==> src/rtl/cpu_pkg.sv <==
// cpu_pkg: shared widths, fetch entry type and opcode constants for the CPU
// front end. Imported by the fetch queue and its FIFO.
package cpu_pkg;
  localparam int          WORD_W  = 32;
  localparam int          INST_W  = 32;
  localparam logic [31:0] PC_STEP = 32'd4;

  // One buffered fetch result: the PC it was read from and the word returned.
  typedef struct packed {
    logic [WORD_W-1:0] pc;
    logic [INST_W-1:0] inst;
  } fetch_entry_t;

  // Major opcodes (inst[31:26]).
  localparam logic [5:0] OP_JUMP = 6'b000010;
  localparam logic [5:0] OP_BBT  = 6'b111111;
  localparam logic [5:0] OP_LW   = 6'b100011;
  localparam logic [5:0] OP_SW   = 6'b101011;
endpackage

==> src/rtl/sync_fifo.sv <==
// sync_fifo: single-clock FIFO with registered storage.
//   clk, reset  : clock, synchronous active-high reset (clears storage too)
//   flush       : empties the queue (pointers/count only)
//   push/data_i : enqueue; accepted when not full or when popping same cycle
//   pop         : dequeue; ignored when empty
//   count_o     : entries held, head_o : oldest entry (registered storage)
module sync_fifo #(
  parameter  int W     = 64,
  parameter  int DEPTH = 4,
  localparam int AW    = $clog2(DEPTH),
  localparam int CW    = AW + 1
) (
  input  logic          clk,
  input  logic          reset,
  input  logic          flush_i,
  input  logic          push_i,
  input  logic [W-1:0]  data_i,
  input  logic          pop_i,
  output logic [CW-1:0] count_o,
  output logic [W-1:0]  head_o
);
  logic [W-1:0]  mem_q [DEPTH];
  logic [AW-1:0] wr_q, wr_d, rd_q, rd_d;
  logic [CW-1:0] cnt_q, cnt_d;
  logic          do_push, do_pop;

  assign do_pop  = pop_i && (cnt_q != '0);
  // A full FIFO still takes a push when the head leaves in the same cycle.
  assign do_push = push_i && ((cnt_q != CW'(DEPTH)) || do_pop);

  always_comb begin
    wr_d  = wr_q;
    rd_d  = rd_q;
    cnt_d = cnt_q;
    if (flush_i) begin
      wr_d  = '0;
      rd_d  = '0;
      cnt_d = '0;
    end else begin
      if (do_push) wr_d = wr_q + AW'(1);
      if (do_pop)  rd_d = rd_q + AW'(1);
      case ({do_push, do_pop})
        2'b10:   cnt_d = cnt_q + CW'(1);
        2'b01:   cnt_d = cnt_q - CW'(1);
        default: cnt_d = cnt_q;
      endcase
    end
  end

  always_ff @(posedge clk) begin
    if (reset) begin
      wr_q  <= '0;
      rd_q  <= '0;
      cnt_q <= '0;
      for (int i = 0; i < DEPTH; i++) mem_q[i] <= '0;
    end else begin
      wr_q  <= wr_d;
      rd_q  <= rd_d;
      cnt_q <= cnt_d;
      if (do_push && !flush_i) mem_q[wr_q] <= data_i;
    end
  end

  assign count_o = cnt_q;
  assign head_o  = mem_q[rd_q];
endmodule

==> src/rtl/ifetch_queue.sv <==
// ifetch_queue: instruction fetch front end. Streams sequential PCs to a
// one-cycle-latency SRAM, buffers {pc, inst} pairs, hands them to decode
// over valid/ready, and restarts on redirect.
//   clk, reset                        : clock, sync active-high reset
//   inst_sram_en/addr/rdata           : SRAM read port (data next cycle)
//   redirect_valid/redirect_pc        : flush and restart at target
//   out_valid/out_ready/out_pc/out_inst : decode handshake, queue head
//   occupancy                         : entries currently queued
module ifetch_queue
  import cpu_pkg::*;
#(
  parameter  int          DEPTH    = 4,
  parameter  logic [31:0] RESET_PC = 32'h0000_0000,
  localparam int          CW       = $clog2(DEPTH) + 1
) (
  input  logic          clk,
  input  logic          reset,
  output logic          inst_sram_en,
  output logic [31:0]   inst_sram_addr,
  input  logic [31:0]   inst_sram_rdata,
  input  logic          redirect_valid,
  input  logic [31:0]   redirect_pc,
  output logic          out_valid,
  input  logic          out_ready,
  output logic [31:0]   out_pc,
  output logic [31:0]   out_inst,
  output logic [CW-1:0] occupancy
);
  logic [31:0]  fetch_pc_q, fetch_pc_d;
  logic [31:0]  inflight_pc_q, inflight_pc_d;
  logic         inflight_q, inflight_d;
  logic [CW:0]  used;
  logic         issue, push, pop;
  fetch_entry_t push_entry, head;
  logic         unused_rpc_lsb;

  assign unused_rpc_lsb = ^redirect_pc[1:0];

  // Credit check: a request is only issued if its response is guaranteed
  // a slot, counting the one still in flight.
  assign used  = {1'b0, occupancy} + (CW+1)'(inflight_q);
  assign issue = !reset && !redirect_valid && (used < (CW+1)'(DEPTH));

  assign inst_sram_en   = issue;
  assign inst_sram_addr = fetch_pc_q;

  always_comb begin
    fetch_pc_d    = fetch_pc_q;
    inflight_pc_d = inflight_pc_q;
    inflight_d    = 1'b0;
    if (redirect_valid) begin
      fetch_pc_d = {redirect_pc[31:2], 2'b00};
    end else if (issue) begin
      fetch_pc_d    = fetch_pc_q + PC_STEP;
      inflight_d    = 1'b1;
      inflight_pc_d = fetch_pc_q;
    end
  end

  always_ff @(posedge clk) begin
    if (reset) begin
      fetch_pc_q    <= RESET_PC;
      inflight_q    <= 1'b0;
      inflight_pc_q <= '0;
    end else begin
      fetch_pc_q    <= fetch_pc_d;
      inflight_q    <= inflight_d;
      inflight_pc_q <= inflight_pc_d;
    end
  end

  // A redirect discards the returning response and any handshake this cycle.
  assign push            = inflight_q && !redirect_valid;
  assign pop             = out_valid && out_ready && !redirect_valid;
  assign push_entry.pc   = inflight_pc_q;
  assign push_entry.inst = inst_sram_rdata;

  sync_fifo #(.W($bits(fetch_entry_t)), .DEPTH(DEPTH)) u_fifo (
    .clk     (clk),
    .reset   (reset),
    .flush_i (redirect_valid),
    .push_i  (push),
    .data_i  (push_entry),
    .pop_i   (pop),
    .count_o (occupancy),
    .head_o  (head)
  );

  assign out_valid = (occupancy != '0);
  assign out_pc    = head.pc;
  assign out_inst  = head.inst;
endmodule

==> config.mk <==
export PLATFORM = sky130hd
export DESIGN_NAME = ifetch_queue
export DESIGN_NICKNAME = d
export VERILOG_FILES = /design/src/rtl/cpu_pkg.sv /design/src/rtl/sync_fifo.sv /design/src/rtl/ifetch_queue.sv
export SDC_FILE = /design/constraint.sdc
export NUM_CORES = 1
export LEC_CHECK = 0
export BUFFER_PORTS_ARGS = -buffer_cell sky130_fd_sc_hd__buf_4
export CAP_MARGIN = 5
export CORE_ASPECT_RATIO = 0.5
export CORE_UTILIZATION = 59
export DETAILED_ROUTE_END_ITERATION = 8
export HOLD_SLACK_MARGIN = 0.1
export PLACE_DENSITY = 0.88
export SKIP_LAST_GASP = 1
export SLEW_MARGIN = 10
export SYNTH_ARGS = -nofsm -noshare
export SYNTH_HDL_FRONTEND = slang
export SYNTH_HIERARCHICAL = 1
export SYNTH_SLANG_ARGS = --single-unit
==> constraint.sdc <==
create_clock -name clk -period 7.2 [get_ports clk]
set_input_delay 1.08 -clock clk [delete_from_list [all_inputs] [get_ports clk]]
set_output_delay 1.08 -clock clk [all_outputs]
set_load 0.02 [all_outputs]
==> qor.txt, run 1 <==
Tot GR Track Use = 27.8%
grt ovf = 0
post-place setup slack = 3.15 ns
initial antenna violation count = 1
core area = 24200 sq um
fin area = 17000 sq um
Port-buffer cells = 164
Clock Path Buffers = 3
remaining antenna violation count = 0
Final Critical Period = 3.98 ns
# clock sinks = 326
pwr dens = 227 nW/um^2
fin crit share = 55.3%
CTS Buf Count = 28
share of cells above drive strength 1 = 29.2%
EDFF count, synth = 256
antenna cells = 0
drt wl/cell = 22.4 um
latest clock arrival within the worst-skew pair = 0.56 ns
Setup Buffers After CTS = 0
largest net degree at the start of global routing = 68
Setup Skew = 0.0181 ns
Synth Register Bits = 326
vias in the first global route = 9731
final hold vios = 0
Reg power frac = 55.5%
Sw Ratio = 22.6%
reg2reg start = u_fifo/count_o[2]$_SDFFE_PP0P_
critical path type = flop to primary output
top-area cell type share of the netlist area = 52.5%
sink of the worst hold path = inflight_pc_q[4]$_SDFFE_PP0P_
library cells used by synthesis = 69
Max-slew headroom = 21.6%
Placed Area = 16100 sq um
yosys warns = 6
drt total wl = 34800 um
combinational share of power = 6.8%
Internal = 0.00298 W
Worst setup EP type = primary output
capturing point of the worst reg2reg path = u_fifo/mem_q[0][17]$_SDFFCE_PN0P_
register area share after synthesis = 62.1%
endpoints failing setup = 0
Max Cap Violations = 0
drt drc = 0
Peak VDD IR = 142 uV
hold path depth = 2
clk root buf = clkbuf_16
Max Fanout on Critical Path = 35
Nets = 1268
synthesized area = 14600 sq um
post_cts resized = 0
DR vias = 9532
cts hold-fix bufs = 0
first-pass GRT wire length = 53700 um
cells taking the most area after synthesis = edfxtp_1, mux4_2, dfxtp_1, and2_1, and2_4
Worst setup SP type = flop
final worst setup slack = 3.22 ns
CP required = 6.12 ns
hold crit path type = flop to flop
switching pwr = 0.000872 W
Post-synth ARST share = 0%
H-tree levels = 1
Initial Util = 60.5%
num rows = 40
fin. max-slew vios = 0
ys flop type = edfxtp_1
arrival time worst endpoint = 2.90 ns
DRT iter0 DRCs = 1031
CTS clk-pin slew, worst paths = 0.06 ns
unrepaired setup endpoints after global routing = false
TNS Setup = 0 ns
drt first pass iters = 6
Leak Pwr = 6.27 nW
worst reg-to-reg path cell count = 7
GP Congestion = 0.853
clock network fraction of total power = 37.7%
synthesized area per cell = 13.9 sq um
Fmax achieved = 0.251 GHz
Die ar. = 25500 sq um
Ports = 169
routed vias/inst = 6.13
die height = 113 um
Hold Startpoint = inflight_pc_q[4]$_SDFFE_PP0P_
status = finished, final reports clean
area leader, netlist = edfxtp_1
synthesis-to-finish area growth = 16.0%
worst-margin pin slew = 1.18 ns
die span in x = 225 um
CTS tree = built
cells after synthesis = 1050
Detailed Place HPWL = 20200 um
Reg2Reg Setup Slack = 3.94 ns
## sequential cells by signal, indices dropped and copies added (netlist names), named ones only
name / count
inflight_pc_q: 30
inflight_q: 1
inst_sram_addr: 30
u_fifo/count_o: 3
u_fifo/mem_q: 256
u_fifo/rd_q: 2
u_fifo/wr_q: 2
## critical path, stage by stage (launching register included)
cell and delay [ns]:
dfxtp_4 0.79, buf_4 0.72, mux4_2 0.64, buf_4 0.18
## cell usage after synthesis (all sizes together), types with 7 or more instances
master / n
and2: 258
edfxtp: 256
nand2: 83
dfxtp: 70
mux4: 64
clkbuf: 44
a21oi: 32
nor2: 31
buf: 22
nand4: 16
a211oi: 11
inv: 11
a311oi: 10
nand3: 10
nor3: 10
xor2: 9
a31oi: 8
or3: 8
or4: 7
xnor2: 7
## per-layer routing
layer | up-vias | share of wire, % | global-route usage [%]
met5 | - | 0 | 0
met4 | 0 | 3.2 | 10.1
met3 | 99 | 8.9 | 5.19
met2 | 547 | 49 | 46.9
met1 | 4705 | 39 | 36.4
li1 | 4181 | - | -
## placed cells by master (no fill, tap or decap), drive strengths merged, types with 5 or more instances in the layout
cell type and instances:
and2 258, edfxtp 256, buf 175, nand2 83, dfxtp 70, mux4 64, clkbuf 35, a21oi 32
nor2 31, nand4 16, clkinv 15, inv 12, a211oi 11, nand3 10, nor3 10, a311oi 10
conb 10, xor2 9, a31oi 8, or3 8, or4 7, xnor2 7, and4 6, and3 6
nor4 6, or2 6, nor2b 5, o41ai 5, or4b 5
## power groups by stage
stage | clock [W] | combinational, W | sequential [W]
floorplan | 0 | 0.000126 | 0.00218
global placement | 0 | 0.000255 | 0.00217
detailed placement | 0 | 0.000259 | 0.00218
CTS | 0.00146 | 0.000261 | 0.00214
global route | 0.00153 | 0.000276 | 0.00215
finish | 0.00145 | 0.000261 | 0.00214
## final cells by class
cell class,count,area [sq um]
multi-input cells,655,5230
clock inverters,17,113
fillers,1503,7200
inverters,12,45.0
flip-flops and latches,326,9100
repair buffers,175,1310
well taps,336,420
clock buffers,35,758
## cell families after synthesis
group	count (synthesis)	share of synthesized area [%]
AOI/OAI and AO/OA	95	4.51
xor gates and xnor gates	16	0.958
adders and majority gates	2	0.222
buffers and inverters	78	2.64
DFF	326	62.1
muxes	65	9.93
other	1	0.0256
and+or+nand+nor	467	19.6
## how the worst max path moves through the flow
stage                                             end  slack (ns)  depth (start not counted)
floorplan            u_fifo/mem_q[0][0]$_SDFFCE_PN0P_        1.30                          8
global placement    u_fifo/mem_q[0][15]$_SDFFCE_PN0P_        3.26                          6
detailed placement  u_fifo/mem_q[0][36]$_SDFFCE_PN0P_        3.15                          6
CTS                                      out_inst[19]        3.12                          3
global route                             out_inst[19]        3.01                          3
finish                                   out_inst[19]        3.22                          3
## per-stage QoR
stage | hold slack [ns] | total power, W | utilization, % | std cells
2_1_floorplan | 0.457 | 0.00231 | - | 1059
3_3_place_gp | 0.468 | 0.00243 | 66.6 | 1504
3_5_place_dp | 0.480 | 0.00244 | 66.6 | 1504
4_1_cts | 0.489 | 0.00386 | 70.2 | 1556
5_1_grt | 0.517 | 0.00396 | 70.2 | 1556
6_report | 0.489 | 0.00386 | 70.2 | 1556
(Power assumes the default switching activity.)
==> inputs of run 2 (changes only) <==
--- a/config.mk
+++ b/config.mk
@@ -5,13 +5,14 @@
 export SDC_FILE = /design/constraint.sdc
 export NUM_CORES = 1
 export LEC_CHECK = 0
+export ABC_AREA = 1
 export BUFFER_PORTS_ARGS = -buffer_cell sky130_fd_sc_hd__buf_4
 export CAP_MARGIN = 5
 export CORE_ASPECT_RATIO = 0.5
-export CORE_UTILIZATION = 59
+export CORE_UTILIZATION = 53
 export DETAILED_ROUTE_END_ITERATION = 8
 export HOLD_SLACK_MARGIN = 0.1
-export PLACE_DENSITY = 0.88
+export PLACE_DENSITY = 0.84
 export SKIP_LAST_GASP = 1
 export SLEW_MARGIN = 10
 export SYNTH_ARGS = -nofsm -noshare
==> constraint.sdc (replaced) <==
create_clock -name clk -period 3.4 [get_ports clk]
set_input_delay 0.51 -clock clk [delete_from_list [all_inputs] [get_ports clk]]
set_output_delay 0.51 -clock clk [all_outputs]
set_load 0.02 [all_outputs]
==> run 2 against run 1 <==
  * Wire length is 3.8% higher
  * Largest power group unchanged
  * Final cell count is 35% higher
  * Synthesized cell count is 50% higher
  * Flip-flop and latch count stayed put
  * Critical endpoint is now out_pc[23]
==> qor.txt, run 2 <==
CP required = 2.89 ns (-3.23 ns)
drt drc = 0 (unchanged)
layout filler cell count = 2082 (+39%)
synth cell count leaders = nor2_1, edfxtp_1, inv_1
die height = 121 um (+6.4%)
switching pwr = 0.00192 W (+120%)
Initial Util = 55.2% (-5.3 points)
core area = 27000 sq um (+12%)
remaining antenna violation count = 0 (unchanged)
drt first pass iters = 5 (-1)
Setup Skew = 0.00877 ns (-0.00937 ns)
Final Critical Period = 2.80 ns
register area share after synthesis = 60.9% (-1.2 points)
share of cells above drive strength 1 = 19.4% (-9.8 points)
top-area cell type share of the netlist area = 51.5% (-0.99 points)
critical path's slowest cell = dfxtp_4
Max-slew headroom = 41.6% (+20 points)
top-count cell post-synth = nor2_1
fin. max-slew vios = 0 (unchanged)
EDFF count, synth = 256 (unchanged)
Setup Buffers After CTS = 0 (unchanged)
arrival time worst endpoint = 2.29 ns (-0.61 ns)
Worst setup SP type = flop
register area = 9090 sq um (about the same)
first-pass GRT wire length = 56200 um (+4.6%)
Sw Ratio = 22.7% (+0.13 points)
Max Cap Violations = 0 (unchanged)
Worst setup EP type = primary output
Detailed Place HPWL = 21500 um (+6.6%)
cts hold-fix bufs = 0 (unchanged)
synthesis-to-finish area growth = 17.1%
Nets = 1772 (+40%)
post_cts resized = 0 (unchanged)
area leader, netlist = edfxtp_1
drt total wl = 36100 um (+3.8%)
# clock sinks = 326 (unchanged)
TNS Setup = 0 ns (unchanged)
Tot GR Track Use = 25.0% (-2.8 points)
vias in the first global route = 10800 (+11%)
grt ovf = 0 (unchanged)
Internal = 0.00654 W (+120%)
ys flop type = edfxtp_1
worst stage delay on the critical path = 0.38 ns (-0.41 ns)
Peak VDD IR = 398 uV (+180%)
drt wl/cell = 17.2 um (-23%)
Max Fanout on Critical Path = 30 (-14%)
die span in x = 239 um (+6.5%)
yosys warns = 6 (unchanged)
cells after synthesis = 1571 (+50%)
CTS Buf Count = 29 (+3.6%)
H-tree levels = 1 (unchanged)
library cells used by synthesis = 41 (-41%)
clock network fraction of total power = 39.3% (+1.6 points)
largest net degree at the start of global routing = 129 (+90%)
pwr dens = 485 nW/um^2 (+110%)
GP Congestion = 0.876 (+2.7%)
final hold vios = 0 (unchanged)
DR vias = 11400 (+19%)
fin util = 64.7% (-5.6 points)
CTS tree = built
Multi-input gate area = 4680 sq um (-11%)
flip-flop count of the largest register after layout = 256 (unchanged)
most common cell after layout, fill and taps aside = nor2_1
DRT iter0 DRCs = 1261 (+22%)
Leak Pwr = 7.37 nW (+18%)
unrepaired setup endpoints after global routing = false
fin crit share = 82.4%
Port-buffer cells = 164 (unchanged)
initial antenna violation count = 1 (unchanged)
hold crit path type = input port to flop
synthesized area per cell = 9.49 sq um (-32%)
most flop-heavy register = u_fifo/mem_q
Reg power frac = 53.6% (-1.9 points)
clk root buf = clkbuf_16
synthesized area = 14900 sq um (+1.9%)
status = finished, final reports clean
critical path cell sequence = clkinv_2, buf_4, o21ai_0, o22ai_1, buf_4
Fmax achieved = 0.357 GHz
Die ar. = 28900 sq um (+13%)
endpoints failing setup = 0 (unchanged)
critical path type = flop to primary output
latest clock arrival within the worst-skew pair = 0.56 ns (about the same)
Post-synth ARST share = 0% (unchanged)
worst-margin pin slew = 0.876 ns (-0.300 ns)
most frequent cells in the layout = nor2_1, edfxtp_1, inv_1
cells taking the most area after synthesis = edfxtp_1, dfxtp_1, nor2_1, o21ai_0, inv_1
Clock Path Buffers = 3 (unchanged)
num rows = 42 (+5.0%)
routed vias/inst = 5.43 (-11%)
Synth Register Bits = 326 (unchanged)
combinational share of power = 7.1% (+0.3 points)
Ports = 169 (unchanged)
CP dominant cell by count = buf_4
CTS clk-pin slew, worst paths = 0.07 ns (about the same)
-- run 2: changes by cell type in the layout (fill, tap and decap cells not counted), moves of 65 or more --
cell     change
and2_1     -205
o22ai_1     +65
nand2_1     +83
inv_1      +173
nor2_1     +315
o21ai_0    +151
nor2_2      +65
-- run 2: cell families after synthesis --
kind of cell / synth area share [%]
and+or+nand+nor: 19.9
AOI/OAI and AO/OA: 10.6
xor gates and xnor gates: 0.294
adders and majority gates: 0.218
DFF: 60.9
buffers and inverters: 8.05
other: 0.0251
-- run 2: path summary, 6_finish.rpt --
| kind | from | slack, ns | endpoint | cells after the start |
|---|---|---|---|---|
| setup reg to reg | u_fifo/count_o[2]$_SDFFE_PP0P_ | 0.98 | u_fifo/mem_q[2][38]$_SDFFCE_PN0P_ | 11 |
| hold / removal | redirect_pc[4] | 0.23 | inst_sram_addr[4]$_SDFFE_PP0P_ | 3 |
| hold reg to reg | u_fifo/rd_q[1]$_SDFFE_PP0N_ | 0.50 | flop | 2 |
| setup / recovery | flop | 0.60 | out_pc[23] | 5 |
-- run 2: worst max-delay path: cells and delay by family (launching register included) --
kind            cells  cell delay [ns]
buf+inv             3             0.91
compound gates      2             0.43
flops               1             0.38
-- run 2: final cells by class --
class / instances / area share, %
sequential: 326 / 52.1
multi-input combinational: 967 / 26.8
timing repair buffer: 186 / 8.86
clock buffer: 38 / 4.54
inverter: 192 / 4.13
tap: 374 / 2.68
clock inverter: 15 / 0.931
antenna: 1 / 0.0143
-- run 2: metrics by stage --
stage,hold WS (ns),total power (W),worst slack [ns],cell area [sq um],instances
floorplan,0.436,0.00493,0.420,14900,1576
global placement,0.446,0.00521,0.752,16500,2045
detailed placement,0.470,0.00522,0.674,16500,2045
CTS,0.208,0.00850,0.586,17500,2098
global route,0.222,0.00872,0.499,17500,2099
finish,0.229,0.00846,0.597,17500,2099
-- run 2: routing by layer --
metal | wire length (um) | track usage, % | vias up
li1 | - | - | 5461
met1 | 14900 | 33.4 | 5385
met2 | 17600 | 42.4 | 481
met3 | 2840 | 4.34 | 61
met4 | 800 | 6.69 | 0
met5 | 0 | 0 | -
-- run 2: power groups by stage --
| stage | clock network [W] | registers [W] | logic (W) |
|---|---|---|---|
| floorplan | 0 | 0.00462 | 0.000315 |
| global placement | 0 | 0.00461 | 0.000592 |
| detailed placement | 0 | 0.00462 | 0.000602 |
| CTS | 0.00336 | 0.00453 | 0.000606 |
| global route | 0.00352 | 0.00455 | 0.000651 |
| finish | 0.00332 | 0.00454 | 0.000602 |
